**src/rtl/booth_iter_core.sv**
```systemverilog
// ----------------------------------------------------------------------------
// booth_iter_core
//
// Radix-2 Booth iterative signed multiplier core. It sits in front of the final
// product register. On an accepted start it latches two signed WIDTH-bit
// operands. It then runs WIDTH add/subtract plus arithmetic-shift iterations,
// one per clock. When the iterations are finished it pulses o_ld for one cycle.
// The downstream product register then captures o_pp_out[PP_WIDTH-1:1], which
// is the signed 2*WIDTH-bit product.
//
// Ports
//   clk             in   1         rising-edge clock
//   reset           in   1         synchronous, active-high, overrides all inputs
//   i_start         in   1         operation request, accepted only when idle
//   i_multiplicand  in   WIDTH     signed multiplicand M, sampled on accept
//   i_multiplier    in   WIDTH     signed multiplier Q, sampled on accept
//   o_busy          out  1         high while calculating and in the done cycle
//   o_ld            out  1         one-cycle load strobe for the product register
//   o_pp_out        out  PP_WIDTH  packed partial product {A[WIDTH-1:0], Q, Q_1}
// ----------------------------------------------------------------------------
module booth_iter_core #(
  parameter int WIDTH    = 16,
  parameter int PP_WIDTH = 2*WIDTH+1
) (
  input  logic                clk,
  input  logic                reset,
  input  logic                i_start,
  input  logic [WIDTH-1:0]    i_multiplicand,
  input  logic [WIDTH-1:0]    i_multiplier,
  output logic                o_busy,
  output logic                o_ld,
  output logic [PP_WIDTH-1:0] o_pp_out
);

  localparam int            CW   = $clog2(WIDTH);
  localparam logic [CW-1:0] LAST = CW'(WIDTH-1);

  typedef enum logic [1:0] {
    IDLE = 2'd0,
    CALC = 2'd1,
    DONE = 2'd2
  } state_t;

  state_t          r_state;
  state_t          w_next_state;

  // A carries one guard bit above the exported width. This lets A - M with
  // M = -2^(WIDTH-1) stay representable.
  logic [WIDTH:0]  r_a;
  logic [WIDTH-1:0] r_q;
  logic            r_q1;
  logic [WIDTH-1:0] r_m;
  logic [CW-1:0]   r_count;

  logic            w_accept;
  logic [WIDTH:0]  w_m_ext;
  logic [WIDTH:0]  w_sum;

  assign w_accept = (r_state == IDLE) && i_start;
  assign w_m_ext  = {r_m[WIDTH-1], r_m};

  // Booth recoding of the current multiplier bit pair.
  always_comb begin
    w_sum = r_a;
    case ({r_q[0], r_q1})
      2'b01:   w_sum = r_a + w_m_ext;
      2'b10:   w_sum = r_a - w_m_ext;
      default: w_sum = r_a;
    endcase
  end

  // State register.
  always_ff @(posedge clk) begin
    if (reset) begin
      r_state <= IDLE;
    end else begin
      r_state <= w_next_state;
    end
  end

  // Next-state and status outputs. The last iteration is the one that
  // sees count == WIDTH-1.
  always_comb begin
    w_next_state = r_state;
    o_busy       = 1'b0;
    o_ld         = 1'b0;
    case (r_state)
      IDLE: begin
        if (i_start) begin
          w_next_state = CALC;
        end
      end
      CALC: begin
        o_busy = 1'b1;
        if (r_count == LAST) begin
          w_next_state = DONE;
        end
      end
      DONE: begin
        o_busy       = 1'b1;
        o_ld         = 1'b1;
        w_next_state = IDLE;
      end
      default: begin
        w_next_state = IDLE;
      end
    endcase
  end

  // Datapath. An accept loads the operands and clears the accumulator.
  // Each CALC cycle does an add/sub followed by an arithmetic right shift
  // of {A,Q,Q_1}. The registers hold their values outside CALC, so the
  // final product stays visible until the next accept.
  always_ff @(posedge clk) begin
    if (reset) begin
      r_a     <= '0;
      r_q     <= '0;
      r_q1    <= 1'b0;
      r_m     <= '0;
      r_count <= '0;
    end else if (w_accept) begin
      r_a     <= '0;
      r_q     <= i_multiplier;
      r_q1    <= 1'b0;
      r_m     <= i_multiplicand;
      r_count <= '0;
    end else if (r_state == CALC) begin
      r_a     <= {w_sum[WIDTH], w_sum[WIDTH:1]};
      r_q     <= {w_sum[0], r_q[WIDTH-1:1]};
      r_q1    <= r_q[0];
      r_count <= r_count + CW'(1);
    end
  end

  assign o_pp_out = {r_a[WIDTH-1:0], r_q, r_q1};

endmodule

```
**config.mk**
```make
export PLATFORM = sky130hd
export DESIGN_NAME = booth_iter_core
export DESIGN_NICKNAME = d
export VERILOG_FILES = /design/src/rtl/booth_iter_core.sv
export SDC_FILE = /design/constraint.sdc
export NUM_CORES = 1
export LEC_CHECK = 0
export BUFFER_PORTS_ARGS = -buffer_cell sky130_fd_sc_hd__buf_2
export CAP_MARGIN = 20
export CELL_PAD_IN_SITES_DETAIL_PLACEMENT = 0
export CELL_PAD_IN_SITES_GLOBAL_PLACEMENT = 2
export CORE_MARGIN = 2
export CORE_UTILIZATION = 33
export CTS_BUF_LIST = sky130_fd_sc_hd__clkbuf_8
export DETAILED_ROUTE_END_ITERATION = 16
export PLACE_DENSITY_LB_ADDON = 0.1
export SYNTH_ARGS = -nofsm -noshare
export SYNTH_HDL_FRONTEND = slang
export SYNTH_SLANG_ARGS = --single-unit
```
**constraint.sdc**
```tcl
create_clock -name clk -period 3.4 [get_ports clk]
set_clock_uncertainty 0.1 [all_clocks]
set_input_delay 0.17 -clock clk [delete_from_list [all_inputs] [get_ports clk]]
set_output_delay 0.17 -clock clk [all_outputs]
set_load 0.005 [all_outputs]
```
==> Flow_metrics.wiki, run 1 <==
{| class="wikitable"
! Metric !! Value
|-
| Insertion delay to the later sink of the worst-skew pair || approximately 0.32 ns
|-
| Synthesis-stage register bit count || 55
|-
| Post-synthesis share of cell area spent on and, or, nand and nor gates || 19.4%
|-
| Worst path buffer plus inverter count || 0
|-
| Worst setup SP type || flip-flop
|-
| Predominant post-synthesis flop cell || dfxtp_1
|-
| Area growth from synthesis to layout || 21.1%
|-
| Critical path class || reg2reg
|-
| Vias in the first global route || 3106
|-
| Final nets || 568
|-
| Required time reported for the critical path endpoint || ~3.6 ns
|-
| Total Routing Usage GR || between 15 and 20%
|-
| Rel. slew slack || between 50% and 60%
|-
| Weighted congestion at the end of routability-driven global placement || around 0.81
|-
| Area inside the core boundary || approximately 0.010 sq mm
|-
| Power Dens Cells || roughly 490 mW/mm^2
|-
| Layout Cells excl Fill || approximately 650
|-
| Clock root cell || clkbuf_8
|-
| Vertical extent of the die || 107 um
|-
| Highest cell delay on the worst timing path || roughly 0.37 ns
|-
| Cell breakdown of the critical path || nor3_1 -> nand4_1 -> nor3b_2 -> nor2_1 -> xnor2_1 -> ha_1 -> a21oi_1 -> o21ai_0 -> a21oi_2 -> o2111ai_1 -> a211o_1 -> o21ai_1
|-
| Tightest Pin Transition || slightly above 0.7 ns
|-
| Cell area after technology mapping || 0.00349 sq mm
|-
| Maximum number of pins on one net before global-route repair || 55
|-
| CTS HTree Levels || 2
|-
| Routed WL || between 9 and 10 mm
|-
| Number of core rows || 37
|-
| Crit. End Element || flip-flop
|-
| Leading post-synthesis cells by instance count || dfxtp_1, nand2_1, nor2_1
|-
| TritonCTS clock tree || built
|-
| Most frequently used cell type in the post-synthesis netlist || dfxtp_1
|-
| HPWL after detailed placement || between 6 and 7 mm
|-
| Post-synthesis share of cell area spent on full adders, half adders and majority gates || 8.81%
|-
| Clock Tree Buf Depth || 2
|-
| Setup Slack @ Placement || 0.111 ns
|-
| First-pass GRT wire length || 15.5 mm
|-
| Pins Over Slew Limit || 0
|-
| Share of the synthesized area in the top cell type || approximately a third
|-
| Clock transition time at the flip-flop clock pins of the worst setup and hold paths || between 0.1 and 0.15 ns
|-
| Synthesized-area fraction occupied by ao, oa, aoi and oai cells || 22.1%
|-
| Status || complete, no violations
|-
| Number of enable-type register cells in the synthesized netlist || 0
|-
| Share of flip-flops with an asynchronous set or reset after synthesis || 0%
|-
| Syn Inst Count || around 440
|-
| Net count after synthesis || around 490
|-
| Worst voltage drop across the vdd grid || roughly 0.19 mV
|-
| Mux contribution to synthesized area || 6.88%
|-
| Detailed-route DRC error count || 0
|-
| First-pass iteration count of the detailed router || 5
|-
| Largest delay share family, worst path || compound AO/OA/AOI/OAI gates
|-
| Time the worst path needs with I/O delays and setup || about 3.2 ns
|-
| Maximum Capacitance Violations || 0
|-
| Number of input and output port buffers inserted || approximately 70
|-
| Post-route clock period utilization || a little over nine tenths
|-
| Average wire length per cell after detail routing || 14.2 um
|-
| Routed via count || between 3000 and 4000
|-
| Number of library cell types mapped by synthesis || 51
|-
| Horizontal die dimension || between 100 and 150 um
|-
| Layout cell share with drive strength beyond 1 || between 15 and 20%
|-
| Number of diodes || 0
|-
| Number of placed cells counting well taps || between 600 and 700
|-
| Combinational family with the most area after synthesis || compound AO/OA/AOI/OAI gates
|-
| Average instance area after synthesis || 8.03 sq um
|-
| Crit-path slowest cell || dfxtp_1
|-
| Warnings, synthesis || 0
|-
| Number of antenna violations at the first check in global routing || 0
|-
| Inserted Clock Buffers || 5
|-
| I/O pin cnt || 70
|-
| Count of routing violations after the opening detailed-route iteration || 127
|-
| Arrival time at the worst endpoint || about 3.4 ns
|-
| Yosys top cell by area || dfxtp_1
|-
| Final Power || about 2100 uW
|-
| Xor-xnor portion of the synthesized cell area || under 10%
|-
| Remaining global-route overflow || 0
|-
| Type of the most critical hold path || in2reg
|-
| Final hold violation count || 0
|-
| Static leakage || 0.00175 uW
|-
| Sinks on the clock net || 55
|-
| Post-route setup slack || between 0.15 and 0.2 ns
|-
| Sequential-to-total area share from yosys stat || 31.5%
|-
| Number of nets still failing antenna checks after routing || 0
|-
| Starting density of the core || around 34%
|-
| Total of endpoints with negative setup slack in the final report || 0
|-
| DIE AREA || roughly 0.011 sq mm
|-
| Largest driver fanout on the critical path || 5
|-
| Routed via count divided by cell count || roughly 5
|-
| Biggest area contributors in the synthesized netlist || dfxtp_1, ha_1, mux2i_1, a21oi_1, xnor2_1
|-
| Final Hold Slack || around 0.023 ns
|-
| Fmax || ~0.31 GHz
|}
[power by group]
| group | internal, uW | switching (uW) |
|---|---|---|
| logic | 411 | 519 |
| registers | 703 | 60.0 |
| clock network | 165 | 230 |
[worst min-delay path: cells and delay by family]
| family | cells | cell delay, ns |
|---|---|---|
| AO/OA/AOI/OAI | 1 | 0.06 |
| buffers and inverters | 1 | 0.09 |
| AND/OR/NAND/NOR | 1 | 0.08 |
[registers in the layout, summed over array words and instances, names as in the netlist]
register / count
r_count: 4
r_q: 16
r_q1: 1
r_a: 16
r_state: 2
r_m: 16
[layout by cell type (no fill, tap or decap), drive strengths merged, types with 6 or more instances in the layout]
cell type and n:
buf 78, dfxtp 55, nand2 53, nor2 52, a21oi 44, xnor2 24, mux2i 24, ha 23
o21ai 22, a211oi 20, dlygate4sd3 15, o211ai 11, inv 10, nor3 7, clkbuf 6
[area by class of cell]
cell class,instances,area (sq um)
fillers,1095,6050
clock buffers,6,82.6
well taps,136,170
multi-input cells,345,2270
flip-flops and latches,55,1100
repair buffers,93,563
inverters,9,33.8
clock inverters,1,8.76
[metal layers]
metal  track usage, %  up-vias  routed length [um]
met1             25.1     1485                4800
met3             3.04        9                 371
li1                 -     1691                   -
met5                0        -                   0
met4             4.27        0                 115
met2             25.2       58                3850
[repair_timing]
item / 4_1_cts / 5_1_grt
hold buffers: 15 / 0
setup buffers: 0 / 1
setup endpoints to repair: 0 / 3
hold endpoints to repair: 15 / 0
gates resized for setup: 0 / 3
[path summary, 6_finish.rpt]
kind	cells past startpoint	from	slack, ns	to
worst max-delay path	12	r_m[2]	0.18	r_a[15]
worst min-delay path	3	i_multiplicand[6]	0.02	r_m[6]
worst max register to register	12	r_m[2]	0.18	r_a[15]
worst min register to register	2	r_m[4]	0.40	r_m[4]
[per-stage QoR]
stage                     utilization (%)  setup TNS [ns]  cell area (sq um)
after global placement               38.6               0               3970
final                                41.2               0               4230
after global routing                 41.2         -0.0356               4230
after detailed placement             38.6               0               3970
after CTS                            40.9               0               4210
after floorplan                         -               0               3490
[kinds of logic after synthesis]
group	after synthesis
AOI/OAI and AO/OA	121
muxes	24
xor gates and xnor gates	29
adders and majority gates	24
DFF	55
buffers and inverters	35
and+or+nand+nor	147
(Power assumes the default switching activity.)
==> inputs of run 2 (changes only) <==
--- a/config.mk
+++ b/config.mk
@@ -10,9 +10,9 @@
 export CELL_PAD_IN_SITES_DETAIL_PLACEMENT = 0
 export CELL_PAD_IN_SITES_GLOBAL_PLACEMENT = 2
 export CORE_MARGIN = 2
-export CORE_UTILIZATION = 33
-export CTS_BUF_LIST = sky130_fd_sc_hd__clkbuf_8
+export CORE_UTILIZATION = 32
 export DETAILED_ROUTE_END_ITERATION = 16
+export GPL_TIMING_DRIVEN = 0
 export PLACE_DENSITY_LB_ADDON = 0.1
 export SYNTH_ARGS = -nofsm -noshare
 export SYNTH_HDL_FRONTEND = slang
==> run 2 against run 1 <==
  * Via count rose by 2.3%
  * Critical path type unchanged
  * Clock-buffer cell count is 1 lower
  * Global-route usage up 1.1 points
==> Flow_metrics.wiki, run 2 (synthesis results as in run 1) <==
{| class="wikitable"
! Metric !! Value
|-
| Number of placed cells counting well taps || ~640
|-
| Number of core rows || 38
|-
| Layout Cells excl Fill || between 600 and 700
|-
| Crit-path slowest cell || dfxtp_1
|-
| Pins Over Slew Limit || 0
|-
| Critical path class || reg2reg
|-
| Horizontal die dimension || approximately 110 um
|-
| Top Registers || r_a (16), r_m (16), r_q (16)
|-
| Clock root cell || clkbuf_8
|-
| Most frequent cells in the layout || buf_2, dfxtp_1, nand2_1, nor2_1, a21oi_1
|-
| Status || complete, no violations
|-
| Number of antenna violations at the first check in global routing || 0
|-
| Routed via count || 3316
|-
| Highest cell delay on the worst timing path || between 0.4 and 0.5 ns
|-
| Final nets || 584
|-
| Sequential cell fraction of total power || 34.5%
|-
| Final core utilization || 40.5%
|-
| Post-route setup slack || 0.185 ns
|-
| Average wire length per cell after detail routing || approximately 15 um
|-
| Vias in the first global route || between 3000 and 4000
|-
| Switching power || 865 uW
|-
| Clock network power share || 21.4%
|-
| Starting density of the core || ~32%
|-
| Cell depth of the worst flop-to-flop path || 11
|-
| Detailed-route DRC error count || 0
|-
| First-pass GRT wire length || approximately 17 mm
|-
| Number of diodes || 0
|-
| Clock Tree Buf Depth || 2
|-
| FF-to-FF End || r_a[15]
|-
| Maximum number of pins on one net before global-route repair || 19
|-
| Worst hold stages || 3
|-
| Tightest Pin Transition || between 0.7 and 0.8 ns
|-
| Area inside the core boundary || 0.0107 sq mm
|-
| Crit. End Element || flip-flop
|-
| Worst reg2reg startpoint || r_q[0]
|-
| Fmax || 0.311 GHz
|-
| Weighted congestion at the end of routability-driven global placement || approximately 0.86
|-
| CTS HTree Levels || 2
|-
| HPWL after detailed placement || about 7.9 mm
|-
| Power Dens Cells || ~500 mW/mm^2
|-
| Combinational group share of total power || between 40 and 50%
|-
| Setup tns final || 0 ns
|-
| Post-route clock period utilization || a little over nine tenths
|-
| Static leakage || about 0.0018 uW
|-
| Inserted Clock Buffers || 5
|-
| Sinks on the clock net || 55
|-
| Routed via count divided by cell count || between 4 and 5
|-
| Insertion delay to the later sink of the worst-skew pair || around 0.32 ns
|-
| Type of the most critical hold path || in2reg
|-
| Worst path buffer plus inverter count || 1
|-
| Count of routing violations after the opening detailed-route iteration || 173
|-
| Vertical extent of the die || about 110 um
|-
| Setup Slack @ Placement || -0.407 ns
|-
| Required time reported for the critical path endpoint || around 3.6 ns
|-
| Final Power || roughly 2200 uW
|-
| DIE AREA || 0.0118 sq mm
|-
| Cell breakdown of the critical path || ha_2 -> buf_2 -> nor2_1 -> xnor2_1 -> ha_1 -> a211oi_2 -> o211ai_1 -> a21oi_4 -> o2111ai_1 -> a211o_1 -> o21ai_1
|-
| Largest driver fanout on the critical path || 10
|-
| Routed WL || approximately 10 mm
|-
| Final hold violation count || 0
|-
| Arrival time at the worst endpoint || approximately 3.4 ns
|-
| TritonCTS clock tree || built
|-
| Area growth from synthesis to layout || 24.7%
|-
| Endpoint of the worst hold path || r_m[5]
|-
| Total of endpoints with negative setup slack in the final report || 0
|-
| Remaining global-route overflow || 0
|-
| First-pass iteration count of the detailed router || 4
|-
| Startpoint of the worst hold path || i_multiplicand[5]
|-
| Switching Fraction || between 30% and 40%
|-
| Number of nets still failing antenna checks after routing || 0
|-
| Number of input and output port buffers inserted || between 60 and 70
|-
| Setup repair after global routing missed its margin || false
|-
| I/O pin cnt || 70
|-
| Time the worst path needs with I/O delays and setup || roughly 3.2 ns
|-
| Internal power || 1360 uW
|-
| Largest delay share family, worst path || compound AO/OA/AOI/OAI gates
|-
| Rel. slew slack || 53.1%
|-
| Worst voltage drop across the vdd grid || approximately 0.22 mV
|-
| Total Routing Usage GR || roughly 18%
|-
| Reg2Reg Setup Slack || 0.19 ns
|-
| Layout cell share with drive strength beyond 1 || between 10% and 20%
|-
| Most common cell after layout, fill and taps aside || buf_2
|-
| Maximum Capacitance Violations || 0
|-
| Clock transition time at the flip-flop clock pins of the worst setup and hold paths || between 0.1 and 0.15 ns
|-
| Worst setup SP type || flip-flop
|}
run 2: changes by cell type in the layout (fill, tap and decap cells not counted), moves of 2 or more:
cell | before | now
clkbuf_1 | 0 | 15
buf_4 | 9 | 3
buf_1 | 0 | 5
buf_2 | 69 | 71
nor3_1 | 6 | 4
o21ai_0 | 19 | 17
o21ai_1 | 2 | 4
run 2: power by group through the flow:
| stage | clock [uW] | sequential, uW | combinational, uW |
|---|---|---|---|
| floorplan | 0 | 766 | 685 |
| global placement | 0 | 779 | 925 |
| detailed placement | 0 | 780 | 929 |
| CTS | 493 | 766 | 953 |
| global route | 514 | 778 | 1090 |
| finish | 474 | 767 | 979 |
run 2: cell type report:
class	instances	area [sq um]
clock buffers	5	68.8
clock inverters	3	46.3
repair buffers	85	505
fillers	1218	6390
well taps	140	175
flip-flops and latches	55	1100
plain buffers	24	97.6
multi-input cells	345	2330
inverters	9	33.8
run 2: metal layers:
layer	routed length [um]	part of all wire, %	vias to the layer above	GRT usage, %
met4	48	0.47	0	3.39
li1	-	-	1724	-
met1	5120	50	1535	24.8
met3	271	2.7	4	2.35
met2	4730	46	53	30.1
met5	0	0	-	0
run 2: how the worst max path moves through the flow:
stage,start,depth (start not counted),to
final,r_q[0],11,r_a[15]
after global routing,r_m[0],14,r_a[15]
after CTS,r_m[2],13,r_a[15]
after floorplan,r_q[0],11,r_a[15]
after global placement,r_q[0],13,r_a[15]
after detailed placement,r_q[0],13,r_a[15]
run 2: tightest hold or removal path, cell delays in order:
cell	delay (ns)
buf_2	0.10
nand2_1	0.07
a21oi_1	0.06
run 2: timing repair:
item | CTS | global route
endpoints found under the setup margin | 8 | 4
cloned | 0 | 0
buffers inserted | 0 | 2
hold buffers | 15 | 0
gates resized for setup | 6 | 13
endpoints found under the hold margin | 15 | 0
pin swaps | 0 | 4
run 2: metrics by stage:
stage	cell area [sq um]	hold WS, ns
6_report	4360	0.0141
5_1_grt	4360	0.0145
4_1_cts	4290	0.000545
3_5_place_dp	4010	0.317
3_3_place_gp	4010	0.315
2_1_floorplan	3490	0.206
